## config.mk

```make
export PLATFORM = sky130hd
export DESIGN_NAME = key_cmd_sched
export DESIGN_NICKNAME = d
export VERILOG_FILES = /design/src/rtl/key_cmd_sched.sv
export SDC_FILE = /design/constraint.sdc
export NUM_CORES = 1
export LEC_CHECK = 0
export BUFFER_PORTS_ARGS = -buffer_cell sky130_fd_sc_hd__buf_2
export CAP_MARGIN = 20
export CELL_PAD_IN_SITES_DETAIL_PLACEMENT = 1
export CELL_PAD_IN_SITES_GLOBAL_PLACEMENT = 1
export CORE_ASPECT_RATIO = 1.25
export CORE_MARGIN = 8
export CORE_UTILIZATION = 45
export CTS_BUF_LIST = sky130_fd_sc_hd__clkbuf_4 sky130_fd_sc_hd__clkbuf_8
export DETAILED_ROUTE_END_ITERATION = 10
export GPL_TIMING_DRIVEN = 1
export PLACE_DENSITY_LB_ADDON = 0.1
export SYNTH_ARGS = -nofsm -noshare
export SYNTH_HDL_FRONTEND = slang
export SYNTH_SLANG_ARGS = --single-unit
```

## constraint.sdc

```tcl
create_clock -name clk -period 3.9 [get_ports clk]
set_input_delay 0.78 -clock clk [delete_from_list [all_inputs] [get_ports clk]]
set_output_delay 0.78 -clock clk [all_outputs]
set_load 0.01 [all_outputs]
```

## src/rtl/key_cmd_sched.sv

```systemverilog
// Debounced three-key command scheduler: INC/DEC auto-repeat, pending merge, one update per grant.
// Grant-to-valid latency 2 cycles; holds value/upd_cmd until upd_ready, events queue in pending meanwhile.
module key_cmd_sched #(
   parameter logic [19:0] DEB_CYCLES    = 20'd500000,
   parameter logic [25:0] HOLD_CYCLES   = 26'd25000000,
   parameter logic [23:0] REPEAT_CYCLES = 24'd5000000,
   parameter logic [19:0] MAX_VALUE     = 20'd1024,
   parameter logic [19:0] STEP          = 20'd1
) (
   input  logic        clk,
   input  logic        rst_n,
   input  logic [2:0]  key,
   input  logic        upd_ready,
   output logic [19:0] value,
   output logic        upd_valid,
   output logic [1:0]  upd_cmd,
   output logic        busy,
   output logic        ovf
);

   typedef enum logic [1:0] {IDLE, APPLY, NOTIFY} state_t;

   logic [2:0]  sync1_q, sync2_q;
   logic [2:0]  deb_q, deb_d, rise;
   logic [1:0]  fall;
   logic [19:0] deb_cnt_q [3];
   logic [19:0] deb_cnt_d [3];
   logic [25:0] rep_cnt_q [2];
   logic [25:0] rep_cnt_d [2];
   logic [1:0]  rep_phase_q, rep_phase_d, rep_evt;
   logic [2:0]  evt, pend_q, pend_d, pend_clr;
   logic        ovf_hit, gnt_vld;
   logic [1:0]  gnt_idx;
   logic [20:0] sum_w;
   logic [19:0] value_nxt;

   state_t      state_q;
   logic [19:0] value_q;
   logic        upd_valid_q, busy_q, ovf_q;
   logic [1:0]  upd_cmd_q;

   // Level flips only once DEB_CYCLES consecutive samples disagree with it.
   always_comb begin
      for (int i = 0; i < 3; i++) begin
         deb_d[i]     = deb_q[i];
         deb_cnt_d[i] = '0;
         if (sync2_q[i] != deb_q[i]) begin
            if (deb_cnt_q[i] + 20'd1 >= DEB_CYCLES) deb_d[i] = sync2_q[i];
            else                                     deb_cnt_d[i] = deb_cnt_q[i] + 20'd1;
         end
      end
      rise = deb_d & ~deb_q;
      fall = deb_q[1:0] & ~deb_d[1:0];
   end

   // Phase 0 waits out the hold time, phase 1 ticks at the repeat period; a falling edge kills both.
   always_comb begin
      for (int i = 0; i < 2; i++) begin
         rep_cnt_d[i]   = '0;
         rep_phase_d[i] = 1'b0;
         rep_evt[i]     = 1'b0;
         if (deb_q[i] && !fall[i]) begin
            rep_phase_d[i] = rep_phase_q[i];
            if (rep_cnt_q[i] + 26'd1 >= (rep_phase_q[i] ? {2'b00, REPEAT_CYCLES} : HOLD_CYCLES)) begin
               rep_evt[i]     = 1'b1;
               rep_phase_d[i] = 1'b1;
            end else begin
               rep_cnt_d[i] = rep_cnt_q[i] + 26'd1;
            end
         end
      end
      evt = rise | {1'b0, rep_evt};
   end

   always_comb begin
      gnt_vld  = 1'b0;
      gnt_idx  = 2'd0;
      pend_clr = '0;
      if (state_q == IDLE) begin
         if (pend_q[0])      begin gnt_vld = 1'b1; gnt_idx = 2'd0; pend_clr = 3'b001; end
         else if (pend_q[1]) begin gnt_vld = 1'b1; gnt_idx = 2'd1; pend_clr = 3'b010; end
         else if (pend_q[2]) begin gnt_vld = 1'b1; gnt_idx = 2'd2; pend_clr = 3'b100; end
      end
      // An event landing on the bit being granted re-arms it without counting as an overflow.
      pend_d  = (pend_q & ~pend_clr) | evt;
      ovf_hit = |(evt & pend_q & ~pend_clr);
   end

   always_comb begin
      sum_w     = {1'b0, value_q} + {1'b0, STEP};
      value_nxt = value_q;
      case (upd_cmd_q)
         2'd0:    value_nxt = (sum_w >= {1'b0, MAX_VALUE}) ? 20'd0 : sum_w[19:0];
         2'd1:    value_nxt = (value_q < STEP) ? MAX_VALUE - 20'd1 : value_q - STEP;
         2'd2:    value_nxt = 20'd0;
         default: value_nxt = value_q;
      endcase
   end

   always_ff @(posedge clk or negedge rst_n) begin
      if (!rst_n) begin
         sync1_q     <= '0;
         sync2_q     <= '0;
         deb_q       <= '0;
         deb_cnt_q   <= '{default: '0};
         rep_cnt_q   <= '{default: '0};
         rep_phase_q <= '0;
      end else begin
         sync1_q     <= key;
         sync2_q     <= sync1_q;
         deb_q       <= deb_d;
         deb_cnt_q   <= deb_cnt_d;
         rep_cnt_q   <= rep_cnt_d;
         rep_phase_q <= rep_phase_d;
      end
   end

   always_ff @(posedge clk or negedge rst_n) begin
      if (!rst_n) begin
         state_q     <= IDLE;
         pend_q      <= '0;
         value_q     <= '0;
         upd_valid_q <= 1'b0;
         upd_cmd_q   <= 2'd0;
         busy_q      <= 1'b0;
         ovf_q       <= 1'b0;
      end else begin
         pend_q <= pend_d;
         if (ovf_hit) ovf_q <= 1'b1;
         case (state_q)
            IDLE: if (gnt_vld) begin
               upd_cmd_q <= gnt_idx;
               busy_q    <= 1'b1;
               state_q   <= APPLY;
            end
            APPLY: begin
               value_q     <= value_nxt;
               upd_valid_q <= 1'b1;
               state_q     <= NOTIFY;
            end
            NOTIFY: if (upd_ready) begin
               upd_valid_q <= 1'b0;
               busy_q      <= 1'b0;
               state_q     <= IDLE;
            end
            default: state_q <= IDLE;
         endcase
      end
   end

   assign value     = value_q;
   assign upd_valid = upd_valid_q;
   assign upd_cmd   = upd_cmd_q;
   assign busy      = busy_q;
   assign ovf       = ovf_q;

endmodule
```

# --- Yosys cells after proc, flatten, opt, wreduce, memory -nomap -nowiden ---
# Cells that the tools add are included.
word_totals:
  regBits: 153
  input_bits: 6
  out_inout_bits: 25
  elab_cells: 114
op_classes:
  add_sub_neg: 7
  magnitude_cmp: 7
  n_eq_ne: 11
  muxes: 47
  bitwise: 10
  reduce_logical: 15
op_table:
  columns: ["operator", "count"]
  rows:
  - ["two-way mux 20 bit", 8]
  - ["two-way mux 26 bit", 4]
  - ["adder 20 x 1 -> 20 bit, second input constant", 3]
  - ["greater-or-equal comparator 20 x 19 -> 1 bit, second input constant", 3]
  - ["case mux 20 bit (3 select lines)", 1]
  - ["adder 26 x 1 -> 26 bit, second input constant", 2]
  - ["greater-or-equal comparator 26 x 25 -> 1 bit", 2]
  - ["two-way mux 25 bit", 2]
  - ["adder 20 x 1 -> 21 bit, second input constant", 1]
  - ["greater-or-equal comparator 21 x 11 -> 1 bit, second input constant", 1]
  - ["less-than comparator 20 x 1 -> 1 bit, second input constant", 1]
  - ["two-way mux 1 bit", 20]
  - ["subtractor 20 x 1 -> 20 bit, second input constant", 1]
  - ["bitwise AND 3 bit", 4]
  - ["two-way mux 3 bit", 4]
  - ["two-way mux 2 bit", 5]
  - ["AND reduction 2 bit", 4]
  - ["inverter 3 bit", 2]
  - ["case mux 2 bit (3 select lines)", 1]
  - ["equality test 2 x 1 -> 1 bit, second input constant", 2]
  - ["equality test 2 bit, second input constant", 2]
  - ["zero test 2 bit", 2]
  - ["!= test 2 x 1 -> 1 bit, second input constant", 2]
  - ["!= test 2 bit, second input constant", 2]
  - ["other kinds (12)", 18]

# --- Depth between registers and ports, before layout ---
# Gate-level depths: netlist of the first run.
depth:
  depth_word: 13
  mapped_depth: 16
  depth_no_buf: 14

# --- Least setup slack after synthesis of the first run ---
# No wires, ideal clock.
synth_path:
  kind: "register -> register"
  from: "register rep_cnt_q[0] in the netlist's numbering"
  to: "register rep_cnt_q[22] in the netlist's numbering"
  setup_ns: 0.119
  t_arrival_ns: 3.262
  required_ns: 3.781
  path_slack_ns: 0.519
  path_stages_with_launch: 15
  path_buffers: 1
  synth_period_minus_slack_ns: 3.381
  cell_sequence: "dfrtp_1 > ha_1 > nand4_2 > nor4_4 > nand2_1 > xnor2_1 > ha_1 > nand2b_1 > mux2_1 > a311oi_1 > a2111oi_4 > o2111ai_1 > o21bai_4 > buf_6 > o21ba_1"
synth_lines:
  columns: ["element", "line_no", "rtl"]
  rows:
  - ["start, declared", "28", "logic [25:0] rep_cnt_q [2];"]
  - ["start signal, assigned", "113", "rep_cnt_q <= rep_cnt_d;"]

# --- Worst setup path after layout of the first run ---
layout_path:
  from: "register rep_cnt_q[32] in the netlist's numbering"
  to: "register ovf_q (netlist: ovf)"
layout_between:
  elab_chain_cells: 8
layout_rtl:
  columns: ["element", "line_no", "rtl"]
  rows:
  - ["adder 26 x 1 -> 26 bit", "64", "if (rep_cnt_q[i] + 26'd1 >= (rep_phase_q[i] ? {2'b00, REPEAT_CYCLES} : HOLD_CYCLES)) begin"]
  - ["greater-or-equal comparator 26 x 25 -> 1 bit", "64", null]
  - ["two-way mux 1 bit", "64", null]
  - ["two-way mux 1 bit", "62", "if (deb_q[i] && !fall[i]) begin"]
  - ["OR 3 x 2 -> 3 bit", "72", "evt = rise | {1'b0, rep_evt};"]
  - ["bitwise AND 3 bit (2 in a row)", "86", "ovf_hit = |(evt & pend_q & ~pend_clr);"]
  - ["OR reduction 3 bit", "86", null]
  - ["end signal, assigned", "126", "ovf_q <= 1'b0;"]
  - ["end signal, assigned", "129", "if (ovf_hit) ovf_q <= 1'b1;"]
  - ["end, declared", "39", "logic upd_valid_q, busy_q, ovf_q;"]
# No other way between the ends.
# A chain may end at the register's enable or synchronous reset.

==> results of run 1 <==
==> cell type report <==
type                    count  area, sq um
inverters                  25        93.84
multi-input cells         830         5565
clock buffers              22        290.3
clock inverters            10        93.84
repair buffers             53        341.6
fillers                  2483        10760
flip-flops and latches    153         3829
well taps                 279        349.1
==> per-layer routing <==
layer | track usage | vias up | wire [microns]
li1 | - | 3872 | -
met1 | 0.2214 | 3908 | 10760
met2 | 0.3070 | 75 | 11530
met3 | 0.03467 | 14 | 537
met4 | 0.04538 | 0 | 209
met5 | 0 | - | 0
==> through the flow <==
| step | cell area, sq um | util |
|---|---|---|
| 2_1_floorplan | 9693 | - |
| 3_3_place_gp | 10150 | 0.4761 |
| 3_5_place_dp | 10150 | 0.4761 |
| 4_1_cts | 10530 | 0.4941 |
| 5_1_grt | 10560 | 0.4954 |
| 6_report | 10560 | 0.4954 |
==> cell families (layout without fill, tap and decap cells) <==
logic type / count (synthesis) / in the layout
and+or+nand+nor: 501 / 501
muxes: 7 / 7
DFF: 153 / 153
adders and majority gates: 27 / 27
other: 1 / 5
xor gates and xnor gates: 106 / 106
AOI/OAI and AO/OA: 183 / 184
buffers and inverters: 71 / 110
==> placed cells by master, fill, tap and decap left out, types with 11 or more instances in the layout <==
| master | n |
|---|---|
| nand2_1 | 84 |
| dfrtp_1 | 153 |
| nor3_1 | 28 |
| o21ai_0 | 40 |
| nand4_1 | 34 |
| buf_4 | 22 |
| and3_1 | 28 |
| clkbuf_8 | 20 |
| nor2_1 | 124 |
| ha_1 | 26 |
| a21oi_1 | 32 |
| inv_1 | 25 |
| buf_2 | 29 |
| nor3_2 | 13 |
| nand2b_1 | 16 |
| or3_1 | 11 |
| xor2_1 | 57 |
| nand3_1 | 49 |
| nor2b_1 | 14 |
| and4_1 | 17 |
| nor4_1 | 18 |
| xnor2_1 | 49 |
==> state kept, by name (all words and copies together), names as in the netlist <==
name,cells
deb_q,3
busy,1
state_q,2
sync2_q,3
upd_cmd,2
rep_cnt_q,52
value,20
rep_phase_q,2
upd_valid,1
pend_q,3
ovf,1
deb_cnt_q,60
sync1_q,3
==> power groups by stage <==
stage / registers (mW) / clock network (mW) / logic, mW
after detailed placement: 1.90 / 0 / 1.05
after global routing: 1.90 / 1.28 / 1.18
final: 1.87 / 1.19 / 1.04
after floorplan: 1.86 / 0 / 0.734
after global placement: 1.90 / 0 / 1.03
after CTS: 1.87 / 1.24 / 1.05
==> what timing repair did <==
item	in CTS	in global routing
gates resized for setup	0	3
hold buffers	0	0
endpoints found under the setup margin	0	21
==> final timing paths <==
kind	cells past startpoint	slack [ns]	start	end
min reg2reg	0	0.35	sync1_q[2]	sync2_q[2]
min	0	0.35	sync1_q[2]	sync2_q[2]
max reg2reg	12	0.32	rep_cnt_q[32]	ovf
min in group asynchronous	1	0.41	rst_n	deb_cnt_q[13]
max in group asynchronous	2	2.68	rst_n	deb_cnt_q[39]
max	12	0.32	rep_cnt_q[32]	ovf
==> results.txt, run 1 <==
Worst Hold Slack - 0.3535 ns
Top FF cell, synth - dfrtp_1
First-pass GRT wire length - 39.79 mm
Clk root buf - clkbuf_8
Largest area contributor in the netlist - dfrtp_1
Net count, final - 1,112
Number of library cell types mapped by synthesis - 95
CP startpoint kind - flop
Gate power share - 0.254
Worst path required time - 4.22 ns
N_diodes - 0
Clock power frac - 0.290
Avg WL per Cell - 16.79 microns
# Max-Cap Violations - 0
Cell Area, Synth - 0.009678 sq mm
Initial Utilization - 0.4539
Non-Filler Instances - 1,372
WP data arrival - 3.90 ns
Worst setup path category - reg2reg
Outcome - complete, no violations
Switch Pwr - 1.458 mW
Die width - 147.2 microns
Area share of and/or/nand/nor cells after synthesis - 0.2906
Net switching fraction of the power - 0.3558
Peak VDD IR - 0.3164 mV
Number of flops mapped to enable cells by yosys - 0
Num rows - 60
Crit end category - flop
Final Critical Period - 3.577 ns
Setup repair after global routing missed its margin - false
I/O Buffers - 30
Reg clk slew, reported paths - 0.10 ns
Post-Place Cells - 1,339
CP top delay family - compound AO/OA/AOI/OAI gates
Inserted Clock Buffers - 17
Gr ovfl total - 0
Num ports - 31
CTS tree - built
Setup Skew - 0.02294 ns
Global Route Usage Sum - 0.1775
Largest net degree at the start of global routing - 99
Post-synthesis mux area share - 0.007757
Synth top cells by count - dfrtp_1, nor2_1, nand2_1, xor2_1
Flop and latch count out of synthesis - 153
Mapped Cells - 1,049
# Post-CTS Setup Buffers - 0
Crit path cell chain - and4_4 -> nand4_4 -> or2_2 -> nor2_1 -> xnor2_1 -> ha_1 -> a21boi_1 -> a211o_1 -> a221o_1 -> o32ai_1 -> buf_4 -> o211ai_1
Post-Synth XOR/XNOR Area - 0.09593
Sequential Power Share - 0.456
Final Power - 4.097 mW
Avg Cell Area, Syn - 9.226 sq um
Pre-CTS setup slack - 0.2372 ns
Crit-path slowest cell - dfrtp_1
Class of the worst hold path - reg2reg
Die area - 0.02648 sq mm
Die height - 180.0 microns
Final worst setup slack - 0.3232 ns
Final setup fails - 0
Buffers & Inverters on Critical Path - 1
Final hold vios - 0
Detailed Route Iter0 Violations - 219
Post-synthesis compound-gate area fraction - 0.1412
Synth-to-layout area growth - 9.140%
Final setup TNS - 0 ns
Vias post-DR - 7,869
Worst slew pin tran - 0.9215 ns
Max Root-Sink Buffers - 2
Seq/Total Area, Yosys - 0.3956
Internal Power - 2.639 mW
Drt total wl - 23.04 mm
Routability congestion estimate - 0.8093
Clk sinks - 153
CTS HTree Levels - 4
Vias in the first global route - 8,127
Area share of the largest cell type after synthesis - 0.3956
Relative slew slack - 0.3856
Largest cells by area after synthesis - dfrtp_1, xor2_1, nor2_1
Pins over their slew limit - 0
Antenna violations before repair - 0
DR vias/cell - 5.735
FFs w/ async S/R, synth - 1.000
Most frequent cell after synthesis - dfrtp_1
Syn. warnings - 0
CP Max Fanout - 9
Adder-Cell Fraction of Synth Area - 0.03465
Fmax - 279.6 MHz
Pleak - 4.390 nW
DRT antenna net count - 0
Share of cells above drive strength 1 - 0.1308
Core area - 0.02132 sq mm
Clk_lat worst skew - 0.47 ns
Pwr dens - 387.9 mW/mm^2
DRT Pass-1 Iters - 4
Tcrit/Tclk final - 0.9171
DRC - 0
Post-DP HPWL - 16.40 mm
Slowest stage delay, CP - 0.51 ns
Largest family of logic cells by synthesized area - simple AND/OR/NAND/NOR gates
(Power assumes the default switching activity.)
==> inputs of run 2 (changes only) <==
--- a/config.mk
+++ b/config.mk
@@ -7,15 +7,12 @@
 export LEC_CHECK = 0
 export BUFFER_PORTS_ARGS = -buffer_cell sky130_fd_sc_hd__buf_2
 export CAP_MARGIN = 20
-export CELL_PAD_IN_SITES_DETAIL_PLACEMENT = 1
-export CELL_PAD_IN_SITES_GLOBAL_PLACEMENT = 1
 export CORE_ASPECT_RATIO = 1.25
 export CORE_MARGIN = 8
 export CORE_UTILIZATION = 45
 export CTS_BUF_LIST = sky130_fd_sc_hd__clkbuf_4 sky130_fd_sc_hd__clkbuf_8
 export DETAILED_ROUTE_END_ITERATION = 10
 export GPL_TIMING_DRIVEN = 1
-export PLACE_DENSITY_LB_ADDON = 0.1
 export SYNTH_ARGS = -nofsm -noshare
 export SYNTH_HDL_FRONTEND = slang
 export SYNTH_SLANG_ARGS = --single-unit
==> results.txt, run 2 (synthesis results as in run 1) <==
DRT Pass-1 Iters - 5
DR vias/cell - 5.688
Slowest stage delay, CP - 0.44 ns
N_diodes - 0
Die height - 180.0 microns
CP Max Fanout - 25
Net count, final - 1,104
Worst setup path category - reg2reg
Top reg by flops - deb_cnt_q
Core area - 0.02132 sq mm
CTS HTree Levels - 4
Class of the worst hold path - in2async
Setup Skew - 0.01881 ns
Initial Utilization - 0.4539
Antenna violations before repair - 0
Global Route Usage Sum - 0.1621
Clk_lat worst skew - 0.45 ns
Commonest non-fill, non-tap cell in the layout - dfrtp_1
Net switching fraction of the power - 0.3630
Share of cells above drive strength 1 - 0.1235
Drt total wl - 21.18 mm
CTS tree - built
Sequential Power Share - 0.462
Crit end category - flop
Final Power - 4.057 mW
Worst reg2reg setup slack - 0.34 ns
Switch Pwr - 1.473 mW
# Post-CTS Setup Buffers - 0
DRT antenna net count - 0
Internal Power - 2.584 mW
Fmax - 281.1 MHz
Max Root-Sink Buffers - 2
Final setup TNS - 0 ns
Crit-path slowest cell - dfrtp_1
Gr ovfl total - 0
Num rows - 60
Hold buffer count at CTS - 0
Crit Reg-Reg Endpoint - rep_cnt_q[38]
# Max-Cap Violations - 0
Synth-to-layout area growth - 8.326%
Routability congestion estimate - 0.8346
Commonest non-fill, non-tap cells in the layout - dfrtp_1, nor2_1, nand2_1
Inserted Clock Buffers - 17
Post-DP HPWL - 14.98 mm
Clock power frac - 0.289
Worst slew pin tran - 0.7485 ns
Reg clk slew, reported paths - 0.09 ns
Avg WL per Cell - 15.53 microns
Relative slew slack - 0.5010
Flip-flop count of the largest register after layout - 60
DRC - 0
Vias post-DR - 7,758
Peak VDD IR - 0.3004 mV
WP data arrival - 3.91 ns
Final setup fails - 0
Final hold vios - 0
Die area - 0.02648 sq mm
Num ports - 31
Tcrit/Tclk final - 0.9121
Setup repair after global routing missed its margin - false
Vias in the first global route - 7,655
Final Critical Period - 3.557 ns
Reg2Reg Launch Point - rep_cnt_q[29]
Crit path cell chain - and4_1 -> nand2_2 -> or2_2 -> nor2_1 -> xnor2_1 -> ha_1 -> a21boi_1 -> a211o_1 -> a221o_1 -> or2_1 -> buf_4 -> nor3b_1
I/O Buffers - 30
First-pass GRT wire length - 36.46 mm
Pins over their slew limit - 0
CP startpoint kind - flop
Pwr dens - 386.9 mW/mm^2
Worst path required time - 4.25 ns
Outcome - complete, no violations
Detailed Route Iter0 Violations - 299
Clk sinks - 153
Largest net degree at the start of global routing - 80
Cells on worst reg2reg path - 12
Gate power share - 0.249
Pleak - 4.349 nW
Die width - 147.2 microns
Clk root buf - clkbuf_8
run 2: metal layers:
metal	up-vias	wire, microns	track usage
li1	3861	-	-
met1	3770	9694	0.1995
met2	99	10540	0.2809
met3	28	580	0.02714
met4	0	368	0.05437
met5	-	0	0
run 2: final cells by class:
type / count / area (sq um)
well taps: 279 / 349.1
repair buffers: 45 / 281.5
fillers: 2080 / 10840
multi-input cells: 830 / 5554
flip-flops and latches: 153 / 3829
inverters: 25 / 93.84
clock buffers: 18 / 241.5
clock inverters: 14 / 135.1
run 2: how the worst max path moves through the flow:
stage / cells after the start / slack (ns) / to / from
2_1_floorplan: 14 / 0.52 / rep_cnt_q[22] / rep_cnt_q[0]
3_3_place_gp: 14 / 0.37 / rep_cnt_q[22] / rep_cnt_q[0]
3_5_place_dp: 13 / 0.26 / rep_cnt_q[22] / rep_cnt_q[0]
4_1_cts: 13 / 0.24 / rep_cnt_q[22] / rep_cnt_q[0]
5_1_grt: 14 / 0.06 / rep_cnt_q[18] / rep_cnt_q[0]
6_report: 12 / 0.34 / rep_cnt_q[38] / rep_cnt_q[29]
run 2: worst max-delay path, delay by kind of cell (launching register included):
family,cells,cell delay (ns)
DFF,1,0.44
adders and majority gates,1,0.28
AOI/OAI and AO/OA,3,0.74
and+or+nand+nor,6,1.60
xor gates and xnor gates,1,0.15
buffers and inverters,1,0.24
run 2: power by group through the flow:
stage / Clock [mW] / Combinational [mW] / Sequential, mW
finish: 1.17 / 1.01 / 1.88
global placement: 0 / 0.999 / 1.90
global route: 1.29 / 1.16 / 1.91
floorplan: 0 / 0.734 / 1.86
CTS: 1.23 / 1.02 / 1.87
detailed placement: 0 / 1.01 / 1.90
run 2: per-stage QoR:
step | setup slack (ns) | cells | hold WS [ns] | cell area [sq um] | utilization
after global placement | 0.3734 | 1331 | 0.3314 | 10090 | 0.4732
after floorplan | 0.5186 | 1053 | 0.3312 | 9693 | -
final | 0.3426 | 1364 | 0.3408 | 10480 | 0.4917
after global routing | 0.05793 | 1364 | 0.3776 | 10480 | 0.4917
after detailed placement | 0.2592 | 1331 | 0.3355 | 10090 | 0.4732
after CTS | 0.2352 | 1363 | 0.3585 | 10470 | 0.4909
run 2: repair_timing:
action | CTS | global route
setup endpoints to repair | 0 | 12
endpoints found under the hold margin | 0 | 0
resized for setup | 0 | 1
==> inputs of run 3 (changes only) <==
--- a/config.mk
+++ b/config.mk
@@ -5,6 +5,7 @@
 export SDC_FILE = /design/constraint.sdc
 export NUM_CORES = 1
 export LEC_CHECK = 0
+export ABC_AREA = 1
 export BUFFER_PORTS_ARGS = -buffer_cell sky130_fd_sc_hd__buf_2
 export CAP_MARGIN = 20
 export CORE_ASPECT_RATIO = 1.25
==> results.txt, run 3 <==
Clk_lat worst skew - 0.46 ns
Net count, final - 1,457
Top reg by flops - deb_cnt_q
Final Critical Period - 3.437 ns
Fillers - 2,252
Largest area contributor in the netlist - dfrtp_1
Hold buffer count at CTS - 0
Relative slew slack - 0.4610
Routability congestion estimate - 0.8754
I/O Buffers - 30
Num rows - 61
Die height - 183.2 microns
Pleak - 4.965 nW
N_diodes - 0
Avg WL per Cell - 13.15 microns
WP data arrival - 3.75 ns
Largest cells by area after synthesis - dfrtp_1, nand2_1, nor2_1
# Post-CTS Setup Buffers - 0
Gr ovfl total - 0
Worst Setup EP - rep_cnt_q[44]
Share of cells above drive strength 1 - 0.1280
Crit-path slowest cell - dfrtp_1
Pwr dens - 396.0 mW/mm^2
DR vias/cell - 4.997
Final setup TNS - 0 ns
Buffers & Inverters on Critical Path - 2
Vias in the first global route - 8,645
Cts repair resizes - 0
CP Max Fanout - 18
Final hold vios - 0
Top FF cell, synth - dfrtp_1
Die area - 0.02742 sq mm
Commonest non-fill, non-tap cells in the layout - nand2_1, nor2_1, inv_1
Post-DP HPWL - 17.04 mm
Flop and latch count out of synthesis - 153
Mapped Cells - 1,387
Worst setup path category - reg2reg
CTS HTree Levels - 4
Global Route Usage Sum - 0.1751
Inserted Clock Buffers - 17
DRT antenna net count - 0
Tcrit/Tclk final - 0.8812
Cells on worst reg2reg path - 19
FFs w/ async S/R, synth - 1.000
Detailed Route Iter0 Violations - 499
Area share of the largest cell type after synthesis - 0.3806
First-pass GRT wire length - 39.61 mm
Synth top cells by count - nand2_1, nor2_1, inv_1, dfrtp_1, nand3_1
Worst slew pin tran - 0.8086 ns
Reg clk slew, reported paths - 0.09 ns
Crit path depth - 19
Drt total wl - 22.63 mm
Number of library cell types mapped by synthesis - 44
Fmax - 291.0 MHz
Number of flops mapped to enable cells by yosys - 0
Final instance area - 0.01094 sq mm
DRT Pass-1 Iters - 5
Placed cell areas - 0.01049 sq mm
Outcome - complete, no violations
Crit Reg-Reg Endpoint - rep_cnt_q[44]
Slowest stage delay, CP - 0.44 ns
Num ports - 31
Commonest non-fill, non-tap cell in the layout - nand2_1
Initial Utilization - 0.4544
Avg Cell Area, Syn - 7.252 sq um
Max Root-Sink Buffers - 2
Setup Skew - 0.01849 ns
CP startpoint kind - flop
Final setup fails - 0
CP top delay family - simple AND/OR/NAND/NOR gates
Largest net degree at the start of global routing - 65
# Max-Cap Violations - 0
Die width - 149.7 microns
Most frequent cell after synthesis - nand2_1
Seq/Total Area, Yosys - 0.3806
Critical Path Start - rep_cnt_q[26]
Pins over their slew limit - 0
Crit end category - flop
Antenna violations before repair - 0
CTS tree - built
Crit path cell chain - ha_1 -> nand2_1 -> nor2_2 -> nand2_1 -> nor2_1 -> nand3_1 -> nor3_2 -> nand2_1 -> xor2_1 -> inv_1 -> ha_1 -> a21boi_1 -> nand3_1 -> nor2_1 -> nor2_2 -> nand2_4 -> inv_2 -> nand3_1 -> nor2_1
Clk sinks - 153
Core area - 0.02213 sq mm
Class of the worst hold path - in2async
DRC - 0
Syn. warnings - 0
Worst reg2reg setup slack - 0.46 ns
Peak VDD IR - 0.2160 mV
Flip-flop count of the largest register after layout - 60
Synth-to-layout area growth - 8.745%
Worst path required time - 4.22 ns
Non-Filler Instances - 1,721
Final core occ - 0.4942
Worst Hold Slack - 0.2834 ns
Setup repair after global routing missed its margin - false
Reg2Reg Launch Point - rep_cnt_q[26]
Post-Place Cells - 1,689
Vias post-DR - 8,599
Cell Area, Synth - 0.01006 sq mm
Clk root buf - clkbuf_8
==> run 3: changes by cell type after synthesis, sizes merged, moves of 28 or more <==
cell   delta
and3     -28
nand2   +295
nand3    +48
inv     +143
nor2    +148
==> run 3: cells by family after synthesis <==
logic type      count (synthesis)  share of synthesized area
other cells                     1                  0.0003728
flops                         153                     0.3806
compound gates                 89                    0.05175
simple gates                  854                     0.3916
fa+ha+maj                      26                    0.03234
xor+xnor                       78                    0.06792
buf+inv                       186                    0.07538
==> run 3: how the worst min path moves through the flow <==
stage                    start       endpoint  slack, ns  depth (start not counted)
finish                   rst_n  rep_cnt_q[30]       0.28                          1
global route             rst_n  rep_cnt_q[30]       0.31                          1
CTS                      rst_n  rep_cnt_q[30]       0.30                          1
detailed placement  sync1_q[1]     sync2_q[1]       0.33                          0
global placement    sync1_q[1]     sync2_q[1]       0.34                          0
floorplan           sync1_q[0]     sync2_q[0]       0.33                          0
==> run 3: stage by stage <==
step,power (mW),setup slack (ns)
floorplan,2.687,0.9634
global placement,3.023,0.4838
detailed placement,3.033,0.3473
CTS,4.395,0.3204
global route,4.647,0.05057
finish,4.331,0.4632
==> run 3: where the power goes <==
group | total (mW) | internal [mW] | switching [mW] | leakage, nW
clock | 1.34 | 0.727 | 0.611 | 0.220
combinational | 1.10 | 0.383 | 0.718 | 2.70
sequential | 1.89 | 1.71 | 0.186 | 2.05
==> run 3: metal layers <==
layer / part of all wire / up-vias / wire [microns] / global-route usage
li1: - / 4455 / - / -
met5: 0 / - / 0 / 0
met3: 0.033 / 39 / 756 / 0.02786
met4: 0.023 / 0 / 526 / 0.06090
met2: 0.50 / 139 / 11340 / 0.3112
met1: 0.44 / 3966 / 10000 / 0.2095
==> run 3: cell type report <==
type | count | area (sq um) | area share
well taps | 283 | 354.1 | 0.03237
repair buffers | 33 | 191.4 | 0.01750
clock inverters | 12 | 172.7 | 0.01579
multi-input cells | 1052 | 5498 | 0.5026
inverters | 168 | 630.6 | 0.05765
flip-flops and latches | 153 | 3829 | 0.3500
clock buffers | 20 | 262.8 | 0.02402
